===== config.mk =====
export PLATFORM = sky130hd
export DESIGN_NAME = veer_fpu_ctl
export DESIGN_NICKNAME = d
export VERILOG_FILES = /design/src/rtl/veer_types.sv /design/src/rtl/veer_fpu_lat_dec.sv /design/src/rtl/veer_fpu_ctl.sv
export SDC_FILE = /design/constraint.sdc
export NUM_CORES = 1
export LEC_CHECK = 0
export CELL_PAD_IN_SITES_DETAIL_PLACEMENT = 2
export CELL_PAD_IN_SITES_GLOBAL_PLACEMENT = 2
export CORE_MARGIN = 4
export CORE_UTILIZATION = 23
export DETAILED_ROUTE_END_ITERATION = 7
export PLACE_DENSITY_LB_ADDON = 0.25
export SKIP_LAST_GASP = 1
export SLEW_MARGIN = 15
export SYNTH_ARGS = -nofsm -noshare
export SYNTH_HDL_FRONTEND = slang
export SYNTH_SLANG_ARGS = --single-unit

===== constraint.sdc =====
create_clock -name clk -period 2 [get_ports clk]
set_clock_uncertainty 0.1 [all_clocks]
set_input_delay 0.3 -clock clk [delete_from_list [all_inputs] [get_ports clk]]
set_output_delay 0.3 -clock clk [all_outputs]
set_load 0.01 [all_outputs]

===== src/rtl/veer_types.sv =====
// Shared types for the FPU sequencing controller: opcode and FSM state encodings
// plus the latency-counter width helper.
package veer_types;

    typedef enum logic [3:0] {
        FADD   = 4'h0,
        FSUB   = 4'h1,
        FMUL   = 4'h2,
        FDIV   = 4'h3,
        FSQRT  = 4'h4,
        FMADD  = 4'h5,
        FMSUB  = 4'h6,
        FNMADD = 4'h7,
        FNMSUB = 4'h8,
        FMIN   = 4'h9,
        FMAX   = 4'hA,
        FCMP   = 4'hB,
        FSGNJ  = 4'hC,
        FCVT   = 4'hD,
        FMV    = 4'hE,
        FRSVD  = 4'hF
    } fpu_op_t;

    typedef enum logic [1:0] {
        IDLE = 2'd0,
        EXEC = 2'd1,
        WB   = 2'd2
    } fpu_ctl_state_t;

    // Counter must hold the largest latency without wrapping.
    function automatic int fpu_lat_width(input int a, input int b, input int c, input int d);
        int m;
        m = a;
        if (b > m) m = b;
        if (c > m) m = c;
        if (d > m) m = d;
        return $clog2(m + 1);
    endfunction

endpackage


===== src/rtl/veer_fpu_lat_dec.sv =====
// Combinational opcode -> execute-latency decode for the shared FPU datapath.
module veer_fpu_lat_dec
    import veer_types::*;
#(
    parameter int ADD_LAT     = 3,
    parameter int MUL_LAT     = 4,
    parameter int FMA_LAT     = 5,
    parameter int DIVSQRT_LAT = 16,
    parameter int CW          = fpu_lat_width(ADD_LAT, MUL_LAT, FMA_LAT, DIVSQRT_LAT)
) (
    input  logic [3:0]    op,
    output logic [CW-1:0] lat
);

    // NOTE: the default assignment ahead of the case keeps this purely combinational (no latch).
    always_comb begin
        lat = CW'(ADD_LAT);
        case (fpu_op_t'(op))
            FMUL:                        lat = CW'(MUL_LAT);
            FMADD, FMSUB, FNMADD, FNMSUB: lat = CW'(FMA_LAT);
            FDIV, FSQRT:                 lat = CW'(DIVSQRT_LAT);
            default:                     lat = CW'(ADD_LAT);
        endcase
    end

endmodule


===== src/rtl/veer_fpu_ctl.sv =====
// Sequencing controller for the shared fixed-latency FPU: arbitrates i0/i1, times
// execution per op class, and hands the result to writeback with valid/ready.
module veer_fpu_ctl
    import veer_types::*;
#(
    parameter int ADD_LAT     = 3,
    parameter int MUL_LAT     = 4,
    parameter int FMA_LAT     = 5,
    parameter int DIVSQRT_LAT = 16
) (
    input  logic       clk,
    input  logic       rst,
    input  logic       dec_i0_fpu_valid,
    input  logic [3:0] dec_i0_fpu_op,
    input  logic [4:0] dec_i0_fpu_rd,
    input  logic       dec_i1_fpu_valid,
    input  logic [3:0] dec_i1_fpu_op,
    input  logic [4:0] dec_i1_fpu_rd,
    output logic       fpu_i0_ready,
    output logic       fpu_i1_ready,
    input  logic       dec_tlu_flush,
    output logic       dp_start,
    output logic [3:0] dp_op,
    output logic       dp_sel,
    output logic       dp_kill,
    output logic       fpu_wb_valid,
    output logic [4:0] fpu_wb_rd,
    output logic       fpu_wb_pipe,
    input  logic       dec_fpu_wb_ready,
    output logic       fpu_busy,
    output logic [4:0] fpu_busy_rd,
    output logic       fpu_pmu_stall
);

    localparam int CW = fpu_lat_width(ADD_LAT, MUL_LAT, FMA_LAT, DIVSQRT_LAT);

    fpu_ctl_state_t state, state_nxt;
    logic [CW-1:0]  cnt;
    logic [CW-1:0]  acc_lat;
    logic [3:0]     acc_op;
    logic [4:0]     acc_rd;
    logic [3:0]     op_q;
    logic [4:0]     rd_q;
    logic           pipe_q;
    logic           start_q;
    logic           accept;

    // i0 wins arbitration, so the accepted fields come from i0 whenever it is valid.
    assign acc_op = dec_i0_fpu_valid ? dec_i0_fpu_op : dec_i1_fpu_op;
    assign acc_rd = dec_i0_fpu_valid ? dec_i0_fpu_rd : dec_i1_fpu_rd;
    assign accept = fpu_i0_ready | fpu_i1_ready;

    veer_fpu_lat_dec #(
        .ADD_LAT     (ADD_LAT),
        .MUL_LAT     (MUL_LAT),
        .FMA_LAT     (FMA_LAT),
        .DIVSQRT_LAT (DIVSQRT_LAT),
        .CW          (CW)
    ) u_lat_dec (
        .op  (acc_op),
        .lat (acc_lat)
    );

    always_comb begin
        state_nxt     = state;
        fpu_i0_ready  = 1'b0;
        fpu_i1_ready  = 1'b0;
        dp_kill       = 1'b0;
        fpu_wb_valid  = 1'b0;

        case (state)
            IDLE: begin
                fpu_i0_ready = dec_i0_fpu_valid & ~dec_tlu_flush;
                fpu_i1_ready = dec_i1_fpu_valid & ~dec_i0_fpu_valid & ~dec_tlu_flush;
                if (fpu_i0_ready | fpu_i1_ready) state_nxt = EXEC;
            end
            EXEC: begin
                dp_kill = dec_tlu_flush;
                if (cnt == CW'(1)) state_nxt = WB;
            end
            WB: begin
                fpu_wb_valid = ~dec_tlu_flush;
                if (fpu_wb_valid & dec_fpu_wb_ready) state_nxt = IDLE;
            end
            default: state_nxt = IDLE;
        endcase

        // Flush beats any accept, count-out or handshake decided above.
        if (dec_tlu_flush) state_nxt = IDLE;

        fpu_pmu_stall = (dec_i0_fpu_valid | dec_i1_fpu_valid) & ~(fpu_i0_ready | fpu_i1_ready);
    end

    // NOTE: sequential state uses non-blocking assignments so every register samples pre-edge values.
    always_ff @(posedge clk or posedge rst) begin
        if (rst) state <= IDLE;
        else     state <= state_nxt;
    end

    // NOTE: every control register is reset so all outputs are 0 straight out of reset.
    always_ff @(posedge clk or posedge rst) begin
        if (rst) begin
            cnt     <= '0;
            op_q    <= '0;
            rd_q    <= '0;
            pipe_q  <= 1'b0;
            start_q <= 1'b0;
        end else begin
            start_q <= accept;
            if (accept) begin
                cnt    <= acc_lat;
                op_q   <= acc_op;
                rd_q   <= acc_rd;
                pipe_q <= fpu_i1_ready;
            end else if (dec_tlu_flush) begin
                cnt <= '0;
            end else if (state == EXEC) begin
                cnt <= cnt - 1'b1;
            end
        end
    end

    assign dp_start    = start_q;
    assign dp_op       = op_q;
    assign dp_sel      = pipe_q;
    assign fpu_wb_rd   = rd_q;
    assign fpu_wb_pipe = pipe_q;
    assign fpu_busy    = (state != IDLE);
    assign fpu_busy_rd = rd_q;

endmodule


==> results.md <==
- Run status: finished, final reports clean
- CTS hold repair buffers: 0
- Mean area per synthesized cell: 9.639 sq um
- Max-cap violation count: 0
- Synth top cells by count: sky130_fd_sc_hd__dfrtp_1, sky130_fd_sc_hd__nor2_1, sky130_fd_sc_hd__a21oi_1
- Worst Setup Slack, final: 0.1130 ns
- Worst-case clock buffer depth: 2
- Synthesized flop and latch total: 18
- Worst path cell trace: or2_2, nor2_4, and2_1, clkdlybuf4s15_1
- Overall overflow remaining after global route: 0
- Sequential cell area: 450.4 sq um
- Buffers inserted by post-CTS timing repair: 0
- Fin cells: 218
- Post-Place Worst Slack: -0.2083 ns
- Area of combinational cells with multiple inputs: 513.0 sq um
- Total CTS buffers: 3
- 1st-pass router iterations: 4
- Final wirelength: 3303 microns
- Post-synthesis instance total: 108
- Post-synth ARST share: 100.0%
- Largest family of logic cells by synthesized area: simple AND/OR/NAND/NOR gates
- First-pass GRT wire length: 5457 microns
- Clock slew seen by the registers of the worst setup and hold paths: 0.07 ns
- Cell with the largest stage delay on the worst path: sky130_fd_sc_hd__dfrtp_1
- CP max stage delay: 0.38 ns
- Cell Pwr Density: 1215 nW/um^2
- Post-DP HPWL: 2788 microns
- TritonCTS clock tree: done
- Core area: 4354 sq um
- Vias: 1010
- Synth top area share: 43.27%
- Endpoints failing hold: 0
- Clock insertion delay at the later pin of the skew report: 0.25 ns
- Combined area of all synthesized cells: 1041 sq um
- Post-route total power: 2046 uW
- CTS H-tree lvls: 1
- Mux cell area share after synthesis: 11.30%
- Largest net degree at the start of global routing: 19
- All-layer global routing usage: 12.71%
- Number of instances resized during post-cts repair: 6
- Minimum clock period: 1.887 ns
- Number of top-level pins: 47
- Mapped Nets: 134
- Max-Slew Margin vs Limit: 76.52%
- Via count of the first global-routing pass: 1086
- Filler Cell Count: 494
- Iteration-0 DRC count of the detailed router: 26
- Register area share after synthesis: 43.27%
- Finished Cell Area: 1684 sq um
- Worst hold path type: primary input to asynchronous set/reset pin
- Dominant cell type by area after synthesis: sky130_fd_sc_hd__dfrtp_1
- Unrepaired setup endpoints after global routing: false
- Dpl cells: 215
- IO Port Bufs: 46
- Static leakage: 0.0007581 uW
- Area enclosed by the die boundary: 5666 sq um
- Dominant synthesized flop cell: sky130_fd_sc_hd__dfrtp_1
- Number of distinct standard cells referenced by the synthesized netlist: 34
- Final number of max-transition violations: 0
- Routed wire per std cell: 15.15 microns
- Maximum vdd drop: 0.3717 mV
- Simple logic cell fraction of the synthesized area: 20.07%
- Placed standard-cell area: 1639 sq um
- CTS Sinks: 18
- Slew @ Worst Pin: 0.3490 ns
- Diodes inserted: 0
- DIE WIDTH: 75.28 microns
- Synth Area in Adders: 2.404%
- Fin Hold WS: 0.2634 ns
- RD Place Congestion: 0.7723
- Post-route antenna net violation count: 0
- Crit Path Max Fanout: 4
- Fin crit share: 94.35%
- Data required time at the worst endpoint: 1.60 ns
- Antenna violations before repair: 0
- Average vias per placed instance: 4.633
- Compound-cell area share of the yosys netlist: 12.26%
- Final setup fails: 0
- Critical path class: flip-flop to primary output
- Achievable clock frequency: 529.9 MHz
- Area growth from synthesis to final layout: 61.78%
- Number of remaining DRC errors: 0
- FP Rows: 24
- Endpoint kind of the worst setup timing path: primary output
- Fraction of synthesized cell area in xor and xnor cells: 2.524%
- Warnings from Yosys: 0
- Top post-synthesis cells by area: sky130_fd_sc_hd__dfrtp_1, sky130_fd_sc_hd__mux2i_1, sky130_fd_sc_hd__nor2_1
- Type of origin of the critical path: flip-flop
- Arrival time at the worst endpoint: 1.49 ns
- Fraction of final layout cells sized beyond drive strength 1: 19.28%
- Effective utilization at floorplan: 23.91%
- DIE HEIGHT: 75.28 microns
- Number of flops mapped to enable cells by yosys: 0
- CTS Root Cell: sky130_fd_sc_hd__clkbuf_8
- Post-layout net count: 194
[report_power, final]
part	internal (uW)	switching, uW	total (uW)
clock network	134	124	258
registers	527	122	649
logic	632	508	1140
[cells in the final DEF (no fill, tap or decap), drive strengths merged, types with 2 or more instances in the layout]
| master | n |
|---|---|
| clkdlybuf4s50 | 39 |
| buf | 19 |
| dfrtp | 18 |
| nor2 | 18 |
| a21oi | 11 |
| mux2i | 8 |
| nor3 | 6 |
| inv | 4 |
| clkbuf | 4 |
| xnor2 | 3 |
| mux2 | 3 |
| o21ai | 3 |
| dlygate4sd2 | 3 |
| nand2b | 2 |
| nand2 | 2 |
| a21o | 2 |
| nand3 | 2 |
| ha | 2 |
| dlymetal6s2s | 2 |
| or4b | 2 |
[flip-flops by register name, summed over array words and instances (netlist names)]
signal	cells
cnt	5
fpu_busy_rd	5
dp_op	4
state	2
dp_sel	1
dp_start	1
[per-layer routing]
layer  routed length [microns]  track usage (%)
met1                      1399            16.48
met2                      1690            21.86
met3                       168            1.736
met4                        45            4.078
met5                         0                0
[worst max-delay path: cells and delay by family (launching register included)]
| kind | cells | cell delay [ns] |
|---|---|---|
| AND/OR/NAND/NOR | 3 | 0.61 |
| buffers and inverters | 1 | 0.24 |
| flip-flops | 1 | 0.38 |
[stage by stage]
| stage | util [%] | TNS [ns] |
|---|---|---|
| after floorplan | - | 0 |
| after global placement | 37.64 | -1.149 |
| after detailed placement | 37.64 | -2.589 |
| after CTS | 38.51 | -0.04995 |
| after global routing | 38.68 | 0 |
| final | 38.68 | 0 |
[path summary, 6_finish.rpt]
check                                      from                    endpoint  slack, ns  cells after the start
hold reg to reg            dp_op[2]$_DFFE_PP0N_        dp_op[2]$_DFFE_PP0N_       0.43                      1
hold / removal                              rst  fpu_busy_rd[1]$_DFFE_PP0N_       0.26                      3
max in group asynchronous                   rst        state[0]$_DFFE_PP0P_       1.33                      3
setup / recovery           state[1]$_DFFE_PP0P_                fpu_i0_ready       0.11                      4
setup reg to reg           state[1]$_DFFE_PP0P_          cnt[4]$_DFFE_PP0P_       0.28                      6
min in group clk           dp_op[2]$_DFFE_PP0N_        dp_op[2]$_DFFE_PP0N_       0.43                      1
[area by class of cell]
| class | instances | area share [%] |
|---|---|---|
| clock buffer | 3 | 2.452 |
| inverter | 4 | 0.8915 |
| multi-input combinational | 76 | 30.46 |
| sequential | 18 | 26.75 |
| tap | 52 | 3.863 |
| timing repair buffer | 65 | 35.59 |
[logic make-up after synthesis]
family / Yosys count
and+or+nand+nor: 39
AOI/OAI and AO/OA: 21
DFF: 18
buffers and inverters: 14
muxes: 11
xor gates and xnor gates: 3
adders and majority gates: 2
Power figures use the tool's default switching activity.
==> RTL edit: new RTL, config.mk and constraints unchanged <==
`DIVSQRT_LAT` is set to 16 in 2 places; all go to 8.
--- a/src/rtl/veer_fpu_lat_dec.sv
+++ b/src/rtl/veer_fpu_lat_dec.sv
@@ -6,5 +6,5 @@
     parameter int MUL_LAT     = 4,
     parameter int FMA_LAT     = 5,
-    parameter int DIVSQRT_LAT = 16,
+    parameter int DIVSQRT_LAT = 8,
     parameter int CW          = fpu_lat_width(ADD_LAT, MUL_LAT, FMA_LAT, DIVSQRT_LAT)
 ) (
--- a/src/rtl/veer_fpu_ctl.sv
+++ b/src/rtl/veer_fpu_ctl.sv
@@ -7,5 +7,5 @@
     parameter int MUL_LAT     = 4,
     parameter int FMA_LAT     = 5,
-    parameter int DIVSQRT_LAT = 16
+    parameter int DIVSQRT_LAT = 8
 ) (
     input  logic       clk,
Check against the original RTL: not equivalent (a bounded check fails within 10 cycles, from zero or initial values and one cycle with rst high).
==> RTL edit against the original RTL <==
  * Final area shrank 4.2%
  * Maximum frequency shrank 2.1%
  * Wire length shrank 3.7%
  * Clock power grew 2%
  * Global-route usage grew 0.34 points
  * Sequential cell count shrank 1
  * Total power shrank 5.4%
  * Synthesized area shrank 5.5%
  * Setup slack lost 40 ps
  * Critical endpoint is now fpu_pmu_stall
==> RTL edit: results (changes against the original RTL) <==
- The leakage power summed over all cells was 0.766 nW (was 0.758 nW).
- The reg-to-reg endpoint is cnt[3]$_DFFE_PP0P_ (was cnt[4]$_DFFE_PP0P_).
- The via count of the first global-routing pass was 1110 (was 1086).
- The worst IR drop on VDD is 0.304 mV (was 0.372 mV).
- The fraction of final layout cells sized beyond drive strength 1 is 18.6% (was 19.3%).
- The routed length on met2 is 1750 microns (was 1690 microns).
- The routed wire length per instance came to 15.1 microns (was 15.2 microns).
- The number of cells on the worst reg-to-reg path is 4 (was 6).
- Synth top area cells: sky130_fd_sc_hd__dfrtp_1 (43%), sky130_fd_sc_hd__mux2i_1 (8.1%), sky130_fd_sc_hd__buf_4 (5.3%) (was sky130_fd_sc_hd__dfrtp_1 (43%), sky130_fd_sc_hd__mux2i_1 (6.7%), sky130_fd_sc_hd__nor2_1 (6.5%)).
- The placement-stage worst setup slack is -268 ps (was -208 ps).
- The launch point of the worst path is dec_tlu_flush (was state[1]$_DFFE_PP0P_).
- The highest net fanout along the worst path came to 3 (was 4).
- The number of unique standard cell types used by synthesis was 33 (was 34).
- The net count of the mapped netlist is 131 (was 134).
- The total global-route track usage came to 13.0% (was 12.7%).
- The setup slack of the most critical reg-to-reg path was 240 ps (was 280 ps).
- The cell count after placement came to 206 (was 215).
- The global-route met1 utilization was 15.0% (was 16.5%).
- The synthesized netlist cell count is 105 (was 108).
- The placed instance area is 0.00155 sq mm (was 0.00164 sq mm).
- The weighted congestion reported at the end of routability-driven placement was 0.755 (was 0.772).
- The arrival time of data at the critical path endpoint is 1530 ps (was 1490 ps).
- The aggregate routed wire length is 3180 microns (was 3300 microns).
- Result of the run: complete, no violations (unchanged).
- The slowest cell on the critical path is sky130_fd_sc_hd__clkdlybuf4s50_1 (was sky130_fd_sc_hd__dfrtp_1).
- The length of routed met3 wiring is 144 microns (was 168 microns).
- The max-slew headroom at the worst pin was 80.0% (was 76.5%).
- The part of the cycle the worst path needs is 96.3% (was 94.4%).
- The met2 track utilization from global routing is 24.0% (was 21.9%).
- The cell class contributing the biggest share of worst-path delay is buffers and inverters (was simple AND/OR/NAND/NOR gates).
- The iteration-0 DRC count of the detailed router is 17 (was 26).
-- RTL edit: report_power, final --
group / internal [mW] / switching, mW / leakage [nW]
Sequential: 0.501 / 0.122 / 0.211
Combinational: 0.589 / 0.459 / 0.533
Clock: 0.141 / 0.123 / 0.0228
-- RTL edit: worst min path at each step --
| stage | cells past startpoint | from | to | slack, ps |
|---|---|---|---|---|
| global placement | 2 | dp_op[0]$_DFFE_PP0N_ | dp_op[0]$_DFFE_PP0N_ | 370 |
| floorplan | 1 | rst | cnt[0]$_DFFE_PP0P_ | 130 |
| detailed placement | 2 | dp_op[1]$_DFFE_PP0N_ | dp_op[1]$_DFFE_PP0N_ | 390 |
| global route | 3 | rst | fpu_busy_rd[0]$_DFFE_PP0N_ | 340 |
| finish | 3 | rst | fpu_busy_rd[3]$_DFFE_PP0N_ | 300 |
| CTS | 3 | rst | fpu_busy_rd[0]$_DFFE_PP0N_ | 310 |
-- RTL edit: logic make-up (layout without fill, tap and decap cells) --
kind of cell / count (synthesis) / after routing / synth area share (%)
buffers and inverters: 16 / 72 / 10.0
multiplexers: 10 / 10 / 10.4
AO/OA/AOI/OAI: 23 / 23 / 13.9
XOR/XNOR: 2 / 2 / 1.78
adder cells (fa/ha/maj): 2 / 2 / 2.54
AND/OR/NAND/NOR: 35 / 35 / 18.1
flip-flops: 17 / 17 / 43.3
-- RTL edit: timing repair --
action	in CTS	in global routing
pin swaps	0	1
hold buffers	0	0
endpoints found under the hold margin	0	0
endpoints found under the setup margin	5	2
gates resized for setup	7	2
buffers inserted	0	1
-- RTL edit: layout make-up --
cell class / count / area, sq um
multi-input combinational: 72 / 470
sequential: 17 / 427
clock buffer: 4 / 45.0
timing repair buffer: 63 / 588
tap: 50 / 62.6
inverter: 5 / 20.0
fill: 447 / 2440
